===== src/rtl/enoc_node_interface.sv =====
// -----------------------------------------------------------------------------
// enoc_node_interface
//
// Network interface between one traffic generator/sink and local router port 0.
//
// Injection: each generator request is stamped with this node's id (source)
// and the current cycle count (timestamp), pushed into a small FIFO and offered
// to the router with a valid/enable handshake.
// Ejection: packets offered by the router are accepted while o_en is high.
// Every accepted packet updates the delivery count, the latency sum and the
// latency maximum. A packet whose dest field is not this node sets a sticky
// misroute flag.
//
// Packet layout (MSB..LSB): {dest, source, data, timestamp}
//
// Ports
//   clk, reset_n          clock, asynchronous active-low reset
//   i_gen_dest/data/val   generator request
//   o_gen_ready           FIFO can accept a request this cycle
//   o_data, o_data_val    FIFO head offered to the router
//   i_en                  router accepts the offered head at this edge
//   i_data, i_data_val    packet offered by the router
//   o_en                  this node accepts router packets (registered)
//   i_sink_hold           sink backpressure request
//   o_tx_count            packets accepted by the network (wraps)
//   o_rx_count            packets ejected (wraps)
//   o_lat_sum             saturating sum of ejection latencies
//   o_lat_max             largest single ejection latency
//   o_misroute            sticky: some ejected packet had dest != NODE_ID
// -----------------------------------------------------------------------------
module enoc_node_interface #(
    parameter int NODE_ID    = 0,
    parameter int NODES      = 16,
    parameter int FIFO_DEPTH = 4,
    parameter int CNT_WIDTH  = 32,
    parameter int DATA_WIDTH = 32,
    parameter int TS_WIDTH   = 16,
    localparam int DEST_W    = (NODES > 1) ? $clog2(NODES) : 1,
    localparam int PKT_W     = 2 * DEST_W + DATA_WIDTH + TS_WIDTH
) (
    input  logic                  clk,
    input  logic                  reset_n,
    input  logic [DEST_W-1:0]     i_gen_dest,
    input  logic [DATA_WIDTH-1:0] i_gen_data,
    input  logic                  i_gen_val,
    output logic                  o_gen_ready,
    output logic [PKT_W-1:0]      o_data,
    output logic                  o_data_val,
    input  logic                  i_en,
    input  logic [PKT_W-1:0]      i_data,
    input  logic                  i_data_val,
    output logic                  o_en,
    input  logic                  i_sink_hold,
    output logic [CNT_WIDTH-1:0]  o_tx_count,
    output logic [CNT_WIDTH-1:0]  o_rx_count,
    output logic [CNT_WIDTH-1:0]  o_lat_sum,
    output logic [TS_WIDTH-1:0]   o_lat_max,
    output logic                  o_misroute
);

    localparam int AW       = $clog2(FIFO_DEPTH);
    localparam int TS_LSB   = 0;
    localparam int DATA_LSB = TS_LSB + TS_WIDTH;
    localparam int SRC_LSB  = DATA_LSB + DATA_WIDTH;
    localparam int DEST_LSB = SRC_LSB + DEST_W;

    localparam logic [DEST_W-1:0] MY_ID    = DEST_W'(NODE_ID);
    localparam logic [AW:0]       CNT_FULL = (AW + 1)'(FIFO_DEPTH);

    // ---------------------------------------------------------------- state
    logic [TS_WIDTH-1:0]  now_q;
    logic [PKT_W-1:0]     mem_q [FIFO_DEPTH];
    logic [AW-1:0]        wr_ptr_q;
    logic [AW-1:0]        rd_ptr_q;
    logic [AW:0]          count_q;
    logic [AW:0]          count_d;
    logic                 ready_q;
    logic                 valid_q;
    logic                 en_q;
    logic [CNT_WIDTH-1:0] tx_count_q;
    logic [CNT_WIDTH-1:0] rx_count_q;
    logic [CNT_WIDTH-1:0] lat_sum_q;
    logic [TS_WIDTH-1:0]  lat_max_q;
    logic                 misroute_q;

    // ---------------------------------------------------------------- comb
    logic                 push_s;
    logic                 pop_s;
    logic                 eject_s;
    logic [PKT_W-1:0]     pkt_in_s;
    logic [TS_WIDTH-1:0]  lat_s;
    logic [CNT_WIDTH:0]   sum_ext_s;
    logic                 wrong_dest_s;
    logic                 unused_fields_s;

    // Enqueue uses the registered ready, so a pop in the same cycle never
    // frees a slot for that cycle's push.
    assign push_s   = i_gen_val && ready_q;
    assign pop_s    = valid_q && i_en;
    assign eject_s  = i_data_val && en_q;
    assign pkt_in_s = {i_gen_dest, MY_ID, i_gen_data, now_q};

    // Latency is taken modulo the timestamp width, so a wrapped counter
    // still yields the true distance.
    assign lat_s        = now_q - i_data[TS_LSB +: TS_WIDTH];
    assign sum_ext_s    = {1'b0, lat_sum_q} + (CNT_WIDTH + 1)'(lat_s);
    assign wrong_dest_s = (i_data[DEST_LSB +: DEST_W] != MY_ID);

    // Source and payload of ejected packets are not inspected here.
    assign unused_fields_s = ^{i_data[SRC_LSB +: DEST_W], i_data[DATA_LSB +: DATA_WIDTH]};

    // Next FIFO occupancy from the push/pop pair.
    always_comb begin
        count_d = count_q;
        case ({push_s, pop_s})
            2'b10:   count_d = count_q + (AW + 1)'(1);
            2'b01:   count_d = count_q - (AW + 1)'(1);
            default: count_d = count_q;
        endcase
    end

    // Free-running cycle counter used for timestamps and latency.
    always_ff @(posedge clk or negedge reset_n) begin
        if (!reset_n) begin
            now_q <= '0;
        end else begin
            now_q <= now_q + TS_WIDTH'(1);
        end
    end

    // Injection FIFO storage, pointers and registered ready/valid flags.
    always_ff @(posedge clk or negedge reset_n) begin
        if (!reset_n) begin
            for (int i = 0; i < FIFO_DEPTH; i++) begin
                mem_q[i] <= '0;
            end
            wr_ptr_q <= '0;
            rd_ptr_q <= '0;
            count_q  <= '0;
            ready_q  <= 1'b0;
            valid_q  <= 1'b0;
        end else begin
            if (push_s) begin
                mem_q[wr_ptr_q] <= pkt_in_s;
                wr_ptr_q        <= wr_ptr_q + AW'(1);
            end
            if (pop_s) begin
                rd_ptr_q <= rd_ptr_q + AW'(1);
            end
            count_q <= count_d;
            ready_q <= (count_d != CNT_FULL);
            valid_q <= (count_d != '0);
        end
    end

    // Count of packets taken by the network.
    always_ff @(posedge clk or negedge reset_n) begin
        if (!reset_n) begin
            tx_count_q <= '0;
        end else if (pop_s) begin
            tx_count_q <= tx_count_q + CNT_WIDTH'(1);
        end
    end

    // Ejection enable: one-cycle-late image of the sink's hold request.
    always_ff @(posedge clk or negedge reset_n) begin
        if (!reset_n) begin
            en_q <= 1'b0;
        end else begin
            en_q <= !i_sink_hold;
        end
    end

    // Ejection statistics and sticky misroute flag.
    always_ff @(posedge clk or negedge reset_n) begin
        if (!reset_n) begin
            rx_count_q <= '0;
            lat_sum_q  <= '0;
            lat_max_q  <= '0;
            misroute_q <= 1'b0;
        end else if (eject_s) begin
            rx_count_q <= rx_count_q + CNT_WIDTH'(1);
            lat_sum_q  <= sum_ext_s[CNT_WIDTH] ? {CNT_WIDTH{1'b1}} : sum_ext_s[CNT_WIDTH-1:0];
            if (lat_s > lat_max_q) begin
                lat_max_q <= lat_s;
            end
            if (wrong_dest_s) begin
                misroute_q <= 1'b1;
            end
        end
    end

    assign o_gen_ready = ready_q;
    assign o_data_val  = valid_q;
    assign o_data      = mem_q[rd_ptr_q];
    assign o_en        = en_q;
    assign o_tx_count  = tx_count_q;
    assign o_rx_count  = rx_count_q;
    assign o_lat_sum   = lat_sum_q;
    assign o_lat_max   = lat_max_q;
    assign o_misroute  = misroute_q;

endmodule


===== config.mk =====
export PLATFORM = sky130hd
export DESIGN_NAME = enoc_node_interface
export DESIGN_NICKNAME = d
export VERILOG_FILES = /design/src/rtl/enoc_node_interface.sv
export SDC_FILE = /design/constraint.sdc
export NUM_CORES = 1
export LEC_CHECK = 0
export ABC_AREA = 1
export ABC_CLOCK_PERIOD_IN_PS = 3850
export BUFFER_PORTS_ARGS = -buffer_cell sky130_fd_sc_hd__buf_4
export CELL_PAD_IN_SITES_DETAIL_PLACEMENT = 1
export CELL_PAD_IN_SITES_GLOBAL_PLACEMENT = 1
export CORE_MARGIN = 3
export CORE_UTILIZATION = 43
export DETAILED_ROUTE_END_ITERATION = 8
export GPL_TIMING_DRIVEN = 1
export MAX_ROUTING_LAYER = met4
export PLACE_DENSITY = 0.82
export SLEW_MARGIN = 20
export SYNTH_ARGS = -nofsm -noshare
export SYNTH_HDL_FRONTEND = slang
export SYNTH_SLANG_ARGS = --single-unit

===== constraint.sdc =====
create_clock -name clk -period 3.85 [get_ports clk]
set_clock_uncertainty 0.15 [all_clocks]
set_input_delay 0.77 -clock clk [delete_from_list [all_inputs] [get_ports clk]]
set_output_delay 0.77 -clock clk [all_outputs]
set_load 0.005 [all_outputs]

Word level (Yosys, flattened, before mapping)
Index checks and enable logic that the tools add are counted.
- register bits: 363
- input bits: 98
- word-level logic and storage cells: 51
- output and inout bits: 172
- bitwise gates (word level): 2
- reductions and logical operators: 9
- add/sub/neg operators: 9
- magnitude comparators: 4
- eq/ne operators: 3
- mux-type cells: 8
- operators with widths (cell ; count):
    $bwmux W224 ; 1
    $mux W56 ; 3
    $bmux W56 S2 ; 1
    $demux W56 S2 ; 1
    $add A32 B1 Y32 const B ; 2
    $add A32 B16 Y33 ; 1
    $mux W32 ; 1
    $add A16 B1 Y16 const B ; 1
    $gt A16 B16 Y1 ; 1
    $sub A16 B16 Y16 ; 1
    $ge A3 B3 Y1 const B ; 2
    $not A2 Y3 ; 2
    $pmux W3 S2 ; 1
    $add A2 B1 Y2 const B ; 2
    $logic_and A1 B1 Y1 ; 4
    $reduce_and A2 Y1 ; 2
    $reduce_bool A4 Y1 ; 1
    $add A3 B1 Y3 const B ; 1
    $lt A3 B1 Y1 const B ; 1
    $ne A3 B3 Y1 const B ; 1
    $reduce_bool A3 Y1 ; 1
    $sub A3 B1 Y3 const B ; 1
    $eq A2 B1 Y1 const B ; 1
    $eq A2 B2 Y1 const B ; 1
    $logic_not A1 Y1 ; 1

Logic depth before layout (Yosys ltp)
- depth after elaboration: 6
- gate-level depth with buffers: 24
- depth with buffers taken out: 24

Worst setup path before layout
OpenSTA, ideal clock, no wires.
- path type: input -> register
- start point: input port i_data[0]
- end point: register lat_sum_q[6], in the netlist o_lat_sum[6]
- arrival time: 3.239 ns
- buffers on the path: 1
- stages on the path: 23
- setup time: 0.118 ns
- slack: 0.343 ns
- path through: ha_1 -> inv_1 -> fa_1 -> nand3_1 -> nand3_1 -> nand2_1 -> nand2_1 -> nand3_1 -> nand2_1 -> nand2_1 -> nand2_1 -> ha_1 -> nand2_2 -> inv_1 -> nand2_1 -> nand2_1 -> a21oi_1 -> nand2_4 -> nand2_4 -> nand2_4 -> buf_12 -> nor2_2 -> nor2_2
- word-level cells in the longest chain between the ends: 3
- RTL lines (element ; line ; RTL):
    start: declaration ; 50 ; input logic [PKT_W-1:0] i_data,
    $sub A16 B16 Y16 ; 105 ; assign lat_s = now_q - i_data[TS_LSB +: TS_WIDTH];
    net lat_s[14] ; 91 ; logic [TS_WIDTH-1:0] lat_s;
    $add A32 B16 Y33 ; 106 ; assign sum_ext_s = {1'b0, lat_sum_q} + (CNT_WIDTH + 1)'(lat_s);
    $mux W32 ; 183 ; lat_sum_q <= sum_ext_s[CNT_WIDTH] ? {CNT_WIDTH{1'b1}} : sum_ext_s[CNT_WIDTH-1:0];
    end signal: assignment ; 183 ;
    end: declaration ; 82 ; logic [CNT_WIDTH-1:0] lat_sum_q;
The timed path passes the listed nets, and every way through them passes these cells.
A chain may end at the register's enable or synchronous reset.

Final worst setup path
- start point: register now_q[0]
- end point: register lat_sum_q[26], in the netlist o_lat_sum[26]
- word-level cells in the longest chain between the ends: 3
- RTL lines (element ; line ; RTL):
    start: declaration ; 71 ; logic [TS_WIDTH-1:0] now_q;
    start signal: assignment ; 127 ; now_q <= now_q + TS_WIDTH'(1);
    $sub A16 B16 Y16 ; 105 ;
    net lat_s[8] ; 91 ;
    $add A32 B16 Y33 ; 106 ;
    $mux W32 ; 183 ;
The timed path passes the listed nets, and every way through them passes these cells.

==> metrics.cfg <==
[clocking]
postCtsHoldBufs = 0
max-clock-path-buffers = 3
ctsHtreeMaxLevel = 2
cts_sinks = 347
cts_root_buffer = clkbuf_16
clock_latency_ps = 570
numCtsBuffers = 42
path_clk_slew_ps = 60
cts_tree = built

[grt]
grt_pass1_wl_mm = 94.3
antenna_found_initial = 0
grt_pass1_vias = 18100
grt_overflow = 0
track_usage_pct = 26.4
grt_max_degree = 105

[worst_setup_path]
crit_chain = inv_1 > ha_1 > inv_1 > fa_1 > nand3_1 > nand3_1 > buf_4 > a21oi_1 > xnor2_1 > ha_1 > nand2_1 > inv_1 > nand2_1 > nand2_1 > inv_1 > nand3_1 > nand2_1 > nand2_1 > nand3_1 > nand3_1
cp-startpoint = now_q[0]
crit_path_end_kind = register
cp.arrival_ps = 3850
cp_max_fo = 4
path_class = reg -> reg
rr_startpoint = now_q[0]
crit_required_ps = 4130
cp-start-kind = register
critical_path.max_stage_delay_ps = 400
critPathSlowestCell = dfrtp_1

[sta]
clock.fmax_ghz = 0.280
max_slew_margin_pct = 54.1
post-route-min-period_ps = 3570
slew_viol_final = 0
worstMarginPinSlew_ps = 688
fin_setup_tns_ps = 0
min_period_over_period_pct = 92.8
finalSetupViolCount = 0
hold_viol_final = 0
rsz0062_at_grt = no

[power]
pwr-share-comb_pct = 40.2
pwr-share-clk_pct = 25.9
switching_share_pct = 39.0
p_per_area_nw_per_um2 = 735
leakage_nw = 11.4
power_switching_mw = 6.49
p_int_mw = 10.2
seq_power_share_pct = 33.9
max-vdd-ir-drop_mv = 0.467

[floorplanning]
core_um2 = 42200
start_util_pct = 43.8
die_h_um = 213
rows = 75
ios = 270
die_w_um = 213
dieArea_um2 = 45500

[detailed_routing]
avgRoutedWirePerCell_um = 18.3
vias = 17000
via_per_inst = 5.33
first_pass_iters = 5
ant_nets = 0
wl_mm = 58.4
drtIter0Drc = 1061
drc = 0

[yosys]
ys_seq_elements = 347
synth_top_area_share_pct = 47.0
async_flop_share_pct = 100
yosysSeqAreaShare_pct = 47.0
synthCells = 2369
ys.flop_type = dfrtp_1
yosysUniqueCellTypes = 43
netlist_area_um2 = 18500
yosys_warnings = 0
synth.avg_cell_area_um2 = 7.80
yosysTopAreaCell = dfrtp_1
synth.area.top_cells = dfrtp_1 47%, nand2_1 13%, o21ai_0 8.8%
synth-edff-count = 0

[hold_path]
hold_path_class = in -> async

[placed_design]
hpwl_mm = 40.0
io_buffers = 229
placedCellCount = 3111
gp_congestion = 0.866

[layout]
layout-drive-gt1-share_pct = 16.9
insertedDiodeCount = 0
finalNonFillerCells = 3188
layout.nets = 2772
area_delta_synth_final_pct = 22.5

[flow_run]
drv_cap = 0

[run_status]
status = finished clean

cell usage after synthesis (5+ instances only):
cell type,count
nand2_1,657
dfrtp_1,347
o21ai_0,324
inv_1,246
nor2_1,228
nand3_1,105
clkbuf_1,62
xor2_1,60
ha_1,55
o22ai_1,52
a21oi_1,28
nor2_2,27
nand4_1,25
nor3_1,25
xnor2_1,24
buf_2,22
nand2_2,11
nor3_2,8
inv_2,6
nand2_4,5
nand3b_1,5
nor2_4,5
stage by stage:
step                utilization, %  setup slack [ps]  total power [mW]  hold WS (ps)  area (µm²)
global placement              49.8              54.5              11.8           308       21000
CTS                           53.4               237              16.7          38.6       22600
detailed placement            49.8             -58.4              12.2           318       21000
floorplan                        -               343              9.18           298       18500
finish                        53.6               277              16.6          35.1       22600
global route                  53.6              10.1              17.9          69.0       22600
layout by cell type (no fill, tap or decap), types with 4 or more instances in the layout:
master / n
nand2_1: 653
dfrtp_1: 345
o21ai_0: 324
buf_4: 286
inv_1: 245
nor2_1: 226
nand3_1: 104
xor2_1: 60
ha_1: 53
o22ai_1: 52
clkbuf_16: 42
nor2_2: 29
a21oi_1: 28
nor3_1: 25
nand4_1: 25
xnor2_1: 24
clkbuf_8: 15
nand2_2: 10
nor3_2: 8
inv_2: 7
nand2_4: 6
nand3b_1: 5
nor2_4: 5
clkbuf_1: 5
bufinv_16: 5
nand2_8: 4
and2_1: 4
nand3_2: 4
conb_1: 4
buf_12: 4
flip-flops by register name, summed over array words and instances, names as in the netlist, 2 cells and up:
signal / cells
mem_q: 208
now_q: 16
rd_ptr_q: 2
o_tx_count: 32
o_lat_max: 16
o_rx_count: 32
wr_ptr_q: 2
count_q: 3
o_lat_sum: 32
repair_timing:
item                       CTS  global route
gates resized for setup      0             6
setup endpoints to repair    0             6
setup buffers                0             0
final cells by class:
type | count | area, µm²
inverters | 252 | 946
clock inverters | 15 | 260
well taps | 539 | 674
clock buffers | 62 | 1280
multi-input cells | 1682 | 8550
repair buffers | 291 | 2240
fillers | 5250 | 19600
flip-flops and latches | 347 | 8690
power by group through the flow:
stage	Combinational [mW]	Clock, mW	Sequential, mW
floorplan	3.81	0	5.38
global placement	6.25	0	5.57
detailed placement	6.59	0	5.66
CTS	6.70	4.40	5.63
global route	7.50	4.58	5.78
finish	6.70	4.31	5.64
critical path: cells and delay by family (launching register included):
family / cells / cell delay, ps
AO/OA/AOI/OAI: 1 / 160
XOR/XNOR: 1 / 250
adder cells (fa/ha/maj): 3 / 930
buffers and inverters: 5 / 500
flip-flops: 1 / 400
AND/OR/NAND/NOR: 10 / 1040
per-layer routing:
metal  vias up  track usage (%)  share of wire [%]
met5         -                -                  0
met4         0             6.75                2.3
met3        86             3.57                3.9
met2       328             44.7                 50
met1      8487             33.5                 44
li1       8102                -                  -
cell families (layout without fill, tap and decap cells):
family,count (synthesis),in the layout,share of synthesized area [%]
flops,347,347,47.0
fa+ha+maj,58,58,4.05
compound gates,416,416,11.7
other cells,1,4,0.0203
buf+inv,343,620,7.37
xor+xnor,84,84,3.98
simple gates,1120,1120,25.8
path summary, 6_finish.rpt:
check                                      to  slack (ps)  depth (start not counted)
worst max-delay path            o_lat_sum[26]         280                         20
worst min-delay path               mem_q[130]          40                          1
worst max register to register  o_lat_sum[26]         280                         20
worst min register to register      mem_q[73]         330                          2
max in group asynchronous       o_lat_sum[12]        2560                          2
min in group clk                         o_en         200                          2
No activity file was read; power rests on OpenSTA's default activity.
